<file path="src/rtl/uart_rx_byte.sv">
// 8N1 serial receiver: oversamples rxd_i with a bit-timing counter and hands each good byte
// to the downstream packing FIFO as a one-cycle write, flagging framing errors and overruns.
module uart_rx_byte #(
    parameter int CLKS_PER_BIT = 434,
    parameter int CNT_W        = 16
) (
    input  logic       sclk,
    input  logic       rstn,
    input  logic       rxd_i,
    input  logic       full_i,
    input  logic       clr_err_i,
    output logic [7:0] rx_data_o,
    output logic       rx_wr_o,
    output logic       frame_err_o,
    output logic       overrun_o,
    output logic       busy_o
);

    localparam logic [CNT_W-1:0] BIT_LAST  = CNT_W'(CLKS_PER_BIT - 1);
    localparam logic [CNT_W-1:0] HALF_LAST = CNT_W'(CLKS_PER_BIT / 2 - 1);

    typedef enum logic [2:0] {IDLE, START, DATA, STOP, BREAK} state_t;

    state_t           state, state_n;
    logic [CNT_W-1:0] cnt, cnt_n;
    logic [2:0]       bit_idx, bit_idx_n;
    logic [7:0]       shreg, shreg_n;
    logic [7:0]       data_n;
    logic             wr_n, set_fe, set_ov;
    logic             sync1, rxd_s;

    always_ff @(posedge sclk or negedge rstn) begin
        if (!rstn) begin
            sync1       <= 1'b1;
            rxd_s       <= 1'b1;
            state       <= IDLE;
            cnt         <= '0;
            bit_idx     <= '0;
            shreg       <= '0;
            rx_data_o   <= '0;
            rx_wr_o     <= 1'b0;
            frame_err_o <= 1'b0;
            overrun_o   <= 1'b0;
        end else begin
            sync1     <= rxd_i;
            rxd_s     <= sync1;
            state     <= state_n;
            cnt       <= cnt_n;
            bit_idx   <= bit_idx_n;
            shreg     <= shreg_n;
            rx_data_o <= data_n;
            rx_wr_o   <= wr_n;
            // A set event in the same cycle as a clear takes priority.
            if (set_fe)
                frame_err_o <= 1'b1;
            else if (clr_err_i)
                frame_err_o <= 1'b0;
            if (set_ov)
                overrun_o <= 1'b1;
            else if (clr_err_i)
                overrun_o <= 1'b0;
        end
    end

    always_comb begin
        state_n   = state;
        cnt_n     = cnt + 1'b1;
        bit_idx_n = bit_idx;
        shreg_n   = shreg;
        data_n    = rx_data_o;
        wr_n      = 1'b0;
        set_fe    = 1'b0;
        set_ov    = 1'b0;
        case (state)
            IDLE: begin
                cnt_n = '0;
                if (!rxd_s)
                    state_n = START;
            end
            START: begin
                // Re-check the start bit at its midpoint to reject short glitches.
                if (cnt == HALF_LAST) begin
                    cnt_n     = '0;
                    bit_idx_n = '0;
                    state_n   = rxd_s ? IDLE : DATA;
                end
            end
            DATA: begin
                if (cnt == BIT_LAST) begin
                    cnt_n     = '0;
                    shreg_n   = {rxd_s, shreg[7:1]};
                    bit_idx_n = bit_idx + 3'd1;
                    if (bit_idx == 3'd7)
                        state_n = STOP;
                end
            end
            STOP: begin
                if (cnt == BIT_LAST) begin
                    cnt_n = '0;
                    if (rxd_s) begin
                        state_n = IDLE;
                        if (full_i) begin
                            set_ov = 1'b1;
                        end else begin
                            wr_n   = 1'b1;
                            data_n = shreg;
                        end
                    end else begin
                        set_fe  = 1'b1;
                        state_n = BREAK;
                    end
                end
            end
            BREAK: begin
                cnt_n = '0;
                if (rxd_s)
                    state_n = IDLE;
            end
            default: begin
                cnt_n   = '0;
                state_n = IDLE;
            end
        endcase
    end

    assign busy_o = (state != IDLE);

endmodule

</file>
<file path="config.mk">
export PLATFORM = sky130hd
export DESIGN_NAME = uart_rx_byte
export DESIGN_NICKNAME = d
export VERILOG_FILES = /design/src/rtl/uart_rx_byte.sv
export SDC_FILE = /design/constraint.sdc
export NUM_CORES = 1
export LEC_CHECK = 0
export ABC_AREA = 1
export CORE_ASPECT_RATIO = 0.6
export CORE_MARGIN = 8
export CORE_UTILIZATION = 50
export DETAILED_ROUTE_END_ITERATION = 7
export GPL_ROUTABILITY_DRIVEN = 0
export PLACE_DENSITY = 0.7
export SYNTH_ARGS = -nofsm -noshare
export SYNTH_HDL_FRONTEND = slang
export SYNTH_SLANG_ARGS = --single-unit
</file>
<file path="constraint.sdc">
create_clock -name sclk -period 1.7 [get_ports sclk]
set_input_delay 0.425 -clock sclk [delete_from_list [all_inputs] [get_ports sclk]]
set_output_delay 0.425 -clock sclk [all_outputs]
set_load 0.005 [all_outputs]
</file>
* Word level (Yosys, flattened, before mapping)
Cells that the tools add are included.
** Word-level totals
- Register bits after elaboration :: 43
- Bits of input ports :: 5
- Output and inout bits :: 12
- Word-level logic and storage cells :: 65
** Cells by class
- Add/subtract/negate cells :: 2
- Equal/unequal tests :: 13
- Muxes and demuxes :: 29
- Bitwise logic cells :: 1
- Reductions and logical operators :: 10
** Operators by type and width (count)
- 16-bit two-way mux :: 2
- 16-bit one-hot mux with 2 select lines :: 1
- 3-bit two-way mux :: 9
- 16-bit by 1-bit adder with 16-bit output (second input constant) :: 1
- 16-bit by 8-bit == test with 1-bit output (second input constant) :: 1
- 16-bit by 9-bit == test with 1-bit output (second input constant) :: 1
- 3-bit one-hot mux with 5 select lines :: 1
- 1-bit two-way mux :: 14
- 2-bit inequality test (second input constant) :: 6
- 3-bit by 2-bit == test with 1-bit output (second input constant) :: 2
- 3-bit == test (second input constant) :: 2
- 3-bit one-hot mux with 2 select lines :: 1
- 6-bit AND reduction :: 1
- 2-bit nonzero test :: 3
- 4-bit AND reduction :: 1
- 3-bit by 1-bit adder with 3-bit output (second input constant) :: 1
- 3-bit by 1-bit == test with 1-bit output (second input constant) :: 1
- 3-bit zero test :: 1
- 3-bit AND reduction :: 1
- 3-bit nonzero test :: 1
- 2-bit two-way mux :: 1
- 2-bit AND reduction :: 1
- 2-bit OR reduction :: 1
- 1-bit inverter :: 1

* Depth between registers and ports, before layout
- Depth after elaboration :: 5
- Mapped depth :: 10
- Gate-level depth less buffers :: 9

* Worst setup path before layout
OpenSTA, ideal clock, no wires.
- Path kind :: flip-flop to flip-flop
- From :: reg cnt[1]
- To :: reg cnt[10]
- Setup time :: 0.119 ns
- Arrival :: 1.324 ns
- Required time :: 1.581 ns
- Setup slack :: 0.257 ns
- Stages on the path, launching flop included :: 11
- Path buffers :: 1
- Period minus slack after synthesis :: 1.443 ns
- Cells stage by stage :: dfrtp_1 -> inv_1 -> ha_1 -> nand3_1 -> nor2_2 -> nand2_2 -> nand2_1 -> nand2_2 -> clkinv_4 -> buf_12 -> nor2_2
** Between the ends
- Word-level cells in the longest chain between the ends :: 3
- Elaborated cells between the ends (all ways) :: 6
- Classes of those cells :: add/sub: 1; eq/ne: 2; mux: 3
** Ends and longest elaborated chain
- start: declaration :: line 25 : logic [CNT_W-1:0] cnt, cnt_n;
- start signal: assignment :: line 48 : cnt <= cnt_n;
- 16-bit by 1-bit adder with 16-bit output (tied with other cells) :: line 67 : cnt_n = cnt + 1'b1;
- 16-bit two-way mux, on equally long branches :: line 89, 98, 82
- 16-bit one-hot mux with 2 select lines * :: line 74 : case (state)
- named net cnt_n[10] :: line 25
Mark *: on every way through the listed nets, which the timed path passes. The rest lies on a longest branch.
A chain may end at the register's enable or synchronous reset.

* Final worst setup path
- From :: reg overrun_o
- To :: out overrun_o
** RTL lines
- start: declaration :: line 15 : output logic overrun_o,
- start signal: assignment :: line 43 : overrun_o <= 1'b0;
- start signal: assignment :: line 59 : overrun_o <= 1'b1;
- start signal: assignment :: line 61 : overrun_o <= 1'b0;
No word-level cell between the ends.

==> results.md <==
* Tightest Pin Transition at 0.303 ns
* Synth top area share at 0.483
* Fmax at 621 MHz
* Starting DRT DRC Count at 105
* Slowest stage delay, CP at 0.53 ns
* Core footprint at 4100 µm²
* Total CTS buffers at 5
* WP buf/inv at 1
* Netlist cell types at 28
* Rel. slew slack at 0.798
* Number of global-route vias before repair at 1626
* Layout cell share with drive strength beyond 1 at 0.189
* Pre-CTS setup slack at 0.0617 ns
* Slowest CP cell: clkdlybuf4s50_1
* Crit-path max FO at 2
* Via density at 4.85
* Period minus WS final at 1.61 ns
* Final Routed Wirelength at 4.63 mm
* Antenna Nets Post-Route at 0
* Crit path required time at 1.27 ns
* Drt pass-1 iters at 4
* Crit end category: output port
* Cell taking the most area after synthesis: dfrtp_1
* Clock Path Buffers at 2
* Power Density at 771 nW/µm²
* Antenna diode count at 0
* Hold Fails Final Rpt at 0
* Die height at 66.5 µm
* Filler cells at 362
* Worst Slack Setup Final at 0.0905 ns
* Clk slew on worst S/H paths at 0.09 ns
* Tot Pwr at 0.00202 W
* Starting density of the core at 0.518
* Max-cap viol count at 0
* Seq/Total Area, Yosys at 0.508
* Final Instance Area at 2620 µm²
* Clk Latency, worst-skew pair at 0.29 ns
* Leakage at 1.31 nW
* Die Width at 100 µm
* Synthesized cell area at 2120 µm²
* I/O pins at 17
* Total gr overflow at 0
* Clk Tree Root Cell: clkbuf_8
* Synth area leaders: dfrtp_1, nand2_1, inv_1
* Pin count of the biggest net entering global routing at 44
* Row count at 18
* Htree depth at 2
* Initial antenna violation count at 0
* Status: complete, no violations
* Cts hold-fix bufs at 0
* Syn. warnings at 0
* Tcrit/Tclk final at 0.947
* Slew Viols, Final at 0
* Post-synth net total at 267
* Worst-path cell chain: clkdlybuf4s50_1
* Area Growth Syn to Fin at 23.2%
* Total track usage at 0.151
* Yosys reg bits at 43
* Syn Inst Count at 257
* Placed Area at 2380 µm²
* Clock sinks at 43
* Tightest Hold Check Type: in2async
* CP Class: reg2out
* Routed len/inst at 13.2 µm
* CTS tree: built
* Final HPWL DP at 3.22 mm
* Post-route DRC at 0
* Nets at 300
* Worst setup SP type: flip-flop
* Final hold slack at 0.0855 ns
* First-pass GRT wire length at 7.89 mm
* Die Footprint at 6660 µm²
* Fin Clk Skew at 0.00569 ns
* Vias at 1701
* Setup TNS at 0 ns
* Syn Area/Cell at 8.27 µm²
* CP arrival at 1.18 ns
* Port Buffers at 16
* Final setup violation count at 0
* Max IR drop VDD at 0.000553 V
* CP top delay family: buffers and inverters
[layer usage]
metal,up-vias,GRT usage,part of all wire
met5,-,0,0
met2,37,0.210,0.41
met4,0,0.0561,0.011
li1,859,-,-
met1,801,0.217,0.53
met3,4,0.0426,0.050
[flip-flops by register name (all words and copies together) (netlist names), 3 cells and up]
register	cells
cnt	16
rx_data_o	8
shreg	8
bit_idx	3
state	3
[synth_stat cells]
| cell | count |
|---|---|
| a21oi_1 | 7 |
| a31oi_1 | 1 |
| and3_1 | 1 |
| buf_12 | 1 |
| buf_2 | 1 |
| buf_4 | 1 |
| clkinv_4 | 1 |
| dfrtp_1 | 41 |
| dfstp_2 | 2 |
| ha_1 | 5 |
| inv_1 | 27 |
| inv_2 | 1 |
| nand2_1 | 91 |
| nand2_2 | 2 |
| nand3_1 | 11 |
| nand4_1 | 4 |
| nand4_2 | 1 |
| nor2_1 | 24 |
| nor2_2 | 13 |
| nor2_4 | 3 |
| nor3_1 | 1 |
| nor3_2 | 3 |
| nor3b_1 | 1 |
| o21ai_0 | 5 |
| o21ai_1 | 1 |
| o22ai_1 | 2 |
| xnor2_1 | 3 |
| xor2_1 | 3 |
[area by class of cell]
class,count,area (µm²),area share
Sequential cell,43,1080,0.413
Multi-Input combinational cell,182,948,0.362
Timing Repair Buffer,28,254,0.0970
Inverter,29,116,0.0445
Tap cell,60,75.1,0.0287
Clock buffer,5,68.8,0.0263
Clock inverter,3,67.6,0.0258
Timing Repair inverter,1,6.26,0.00239
[report_power, final]
group          total (W)  internal, W  switching, W
sequential       0.00103      0.00103    0.00000356
clock           0.000947     0.000586      0.000361
combinational  0.0000419    0.0000148     0.0000271
[cells in the final DEF, fill, tap and decap left out, types with 6 or more instances in the layout]
master / Yosys / layout
nand2_1: 91 / 90
dfrtp_1: 41 / 39
inv_1: 27 / 27
nor2_1: 24 / 21
clkdlybuf4s50_1: 0 / 14
nor2_2: 13 / 13
nand3_1: 11 / 10
buf_4: 1 / 10
a21oi_1: 7 / 7
nor2_4: 3 / 6
[through the flow]
step / util / std cells
3_3_place_gp: 0.581 / 336
6_report: 0.639 / 351
5_1_grt: 0.639 / 351
2_1_floorplan: - / 257
4_1_cts: 0.619 / 346
3_5_place_dp: 0.581 / 336
[cells by family (layout without fill, tap and decap cells)]
kind of cell,count (synthesis),after routing,synth area share
AOI/OAI and AO/OA,16,16,0.0395
xor gates and xnor gates,6,6,0.0247
buffers and inverters,32,66,0.0689
and+or+nand+nor,155,155,0.330
DFF,43,43,0.508
adders and majority gates,5,5,0.0294
[what timing repair did]
action                     CTS  global route
buffers inserted             2             4
gates resized for setup      4            12
pin swaps                    1             2
setup endpoints to repair    1            32
gates cloned                 0             1
[worst paths after layout]
path                            from  slack, ns            to  cells after the start
setup / recovery           overrun_o       0.09     overrun_o                      1
hold / removal                  rstn       0.09        cnt[2]                      2
setup reg to reg             cnt[12]       0.11  rx_data_o[5]                      8
hold reg to reg                sync1       0.37         rxd_s                      0
max in group asynchronous       rstn       1.35         sync1                      2
min in group sclk              sync1       0.37         rxd_s                      0
(Power assumes the default switching activity.)
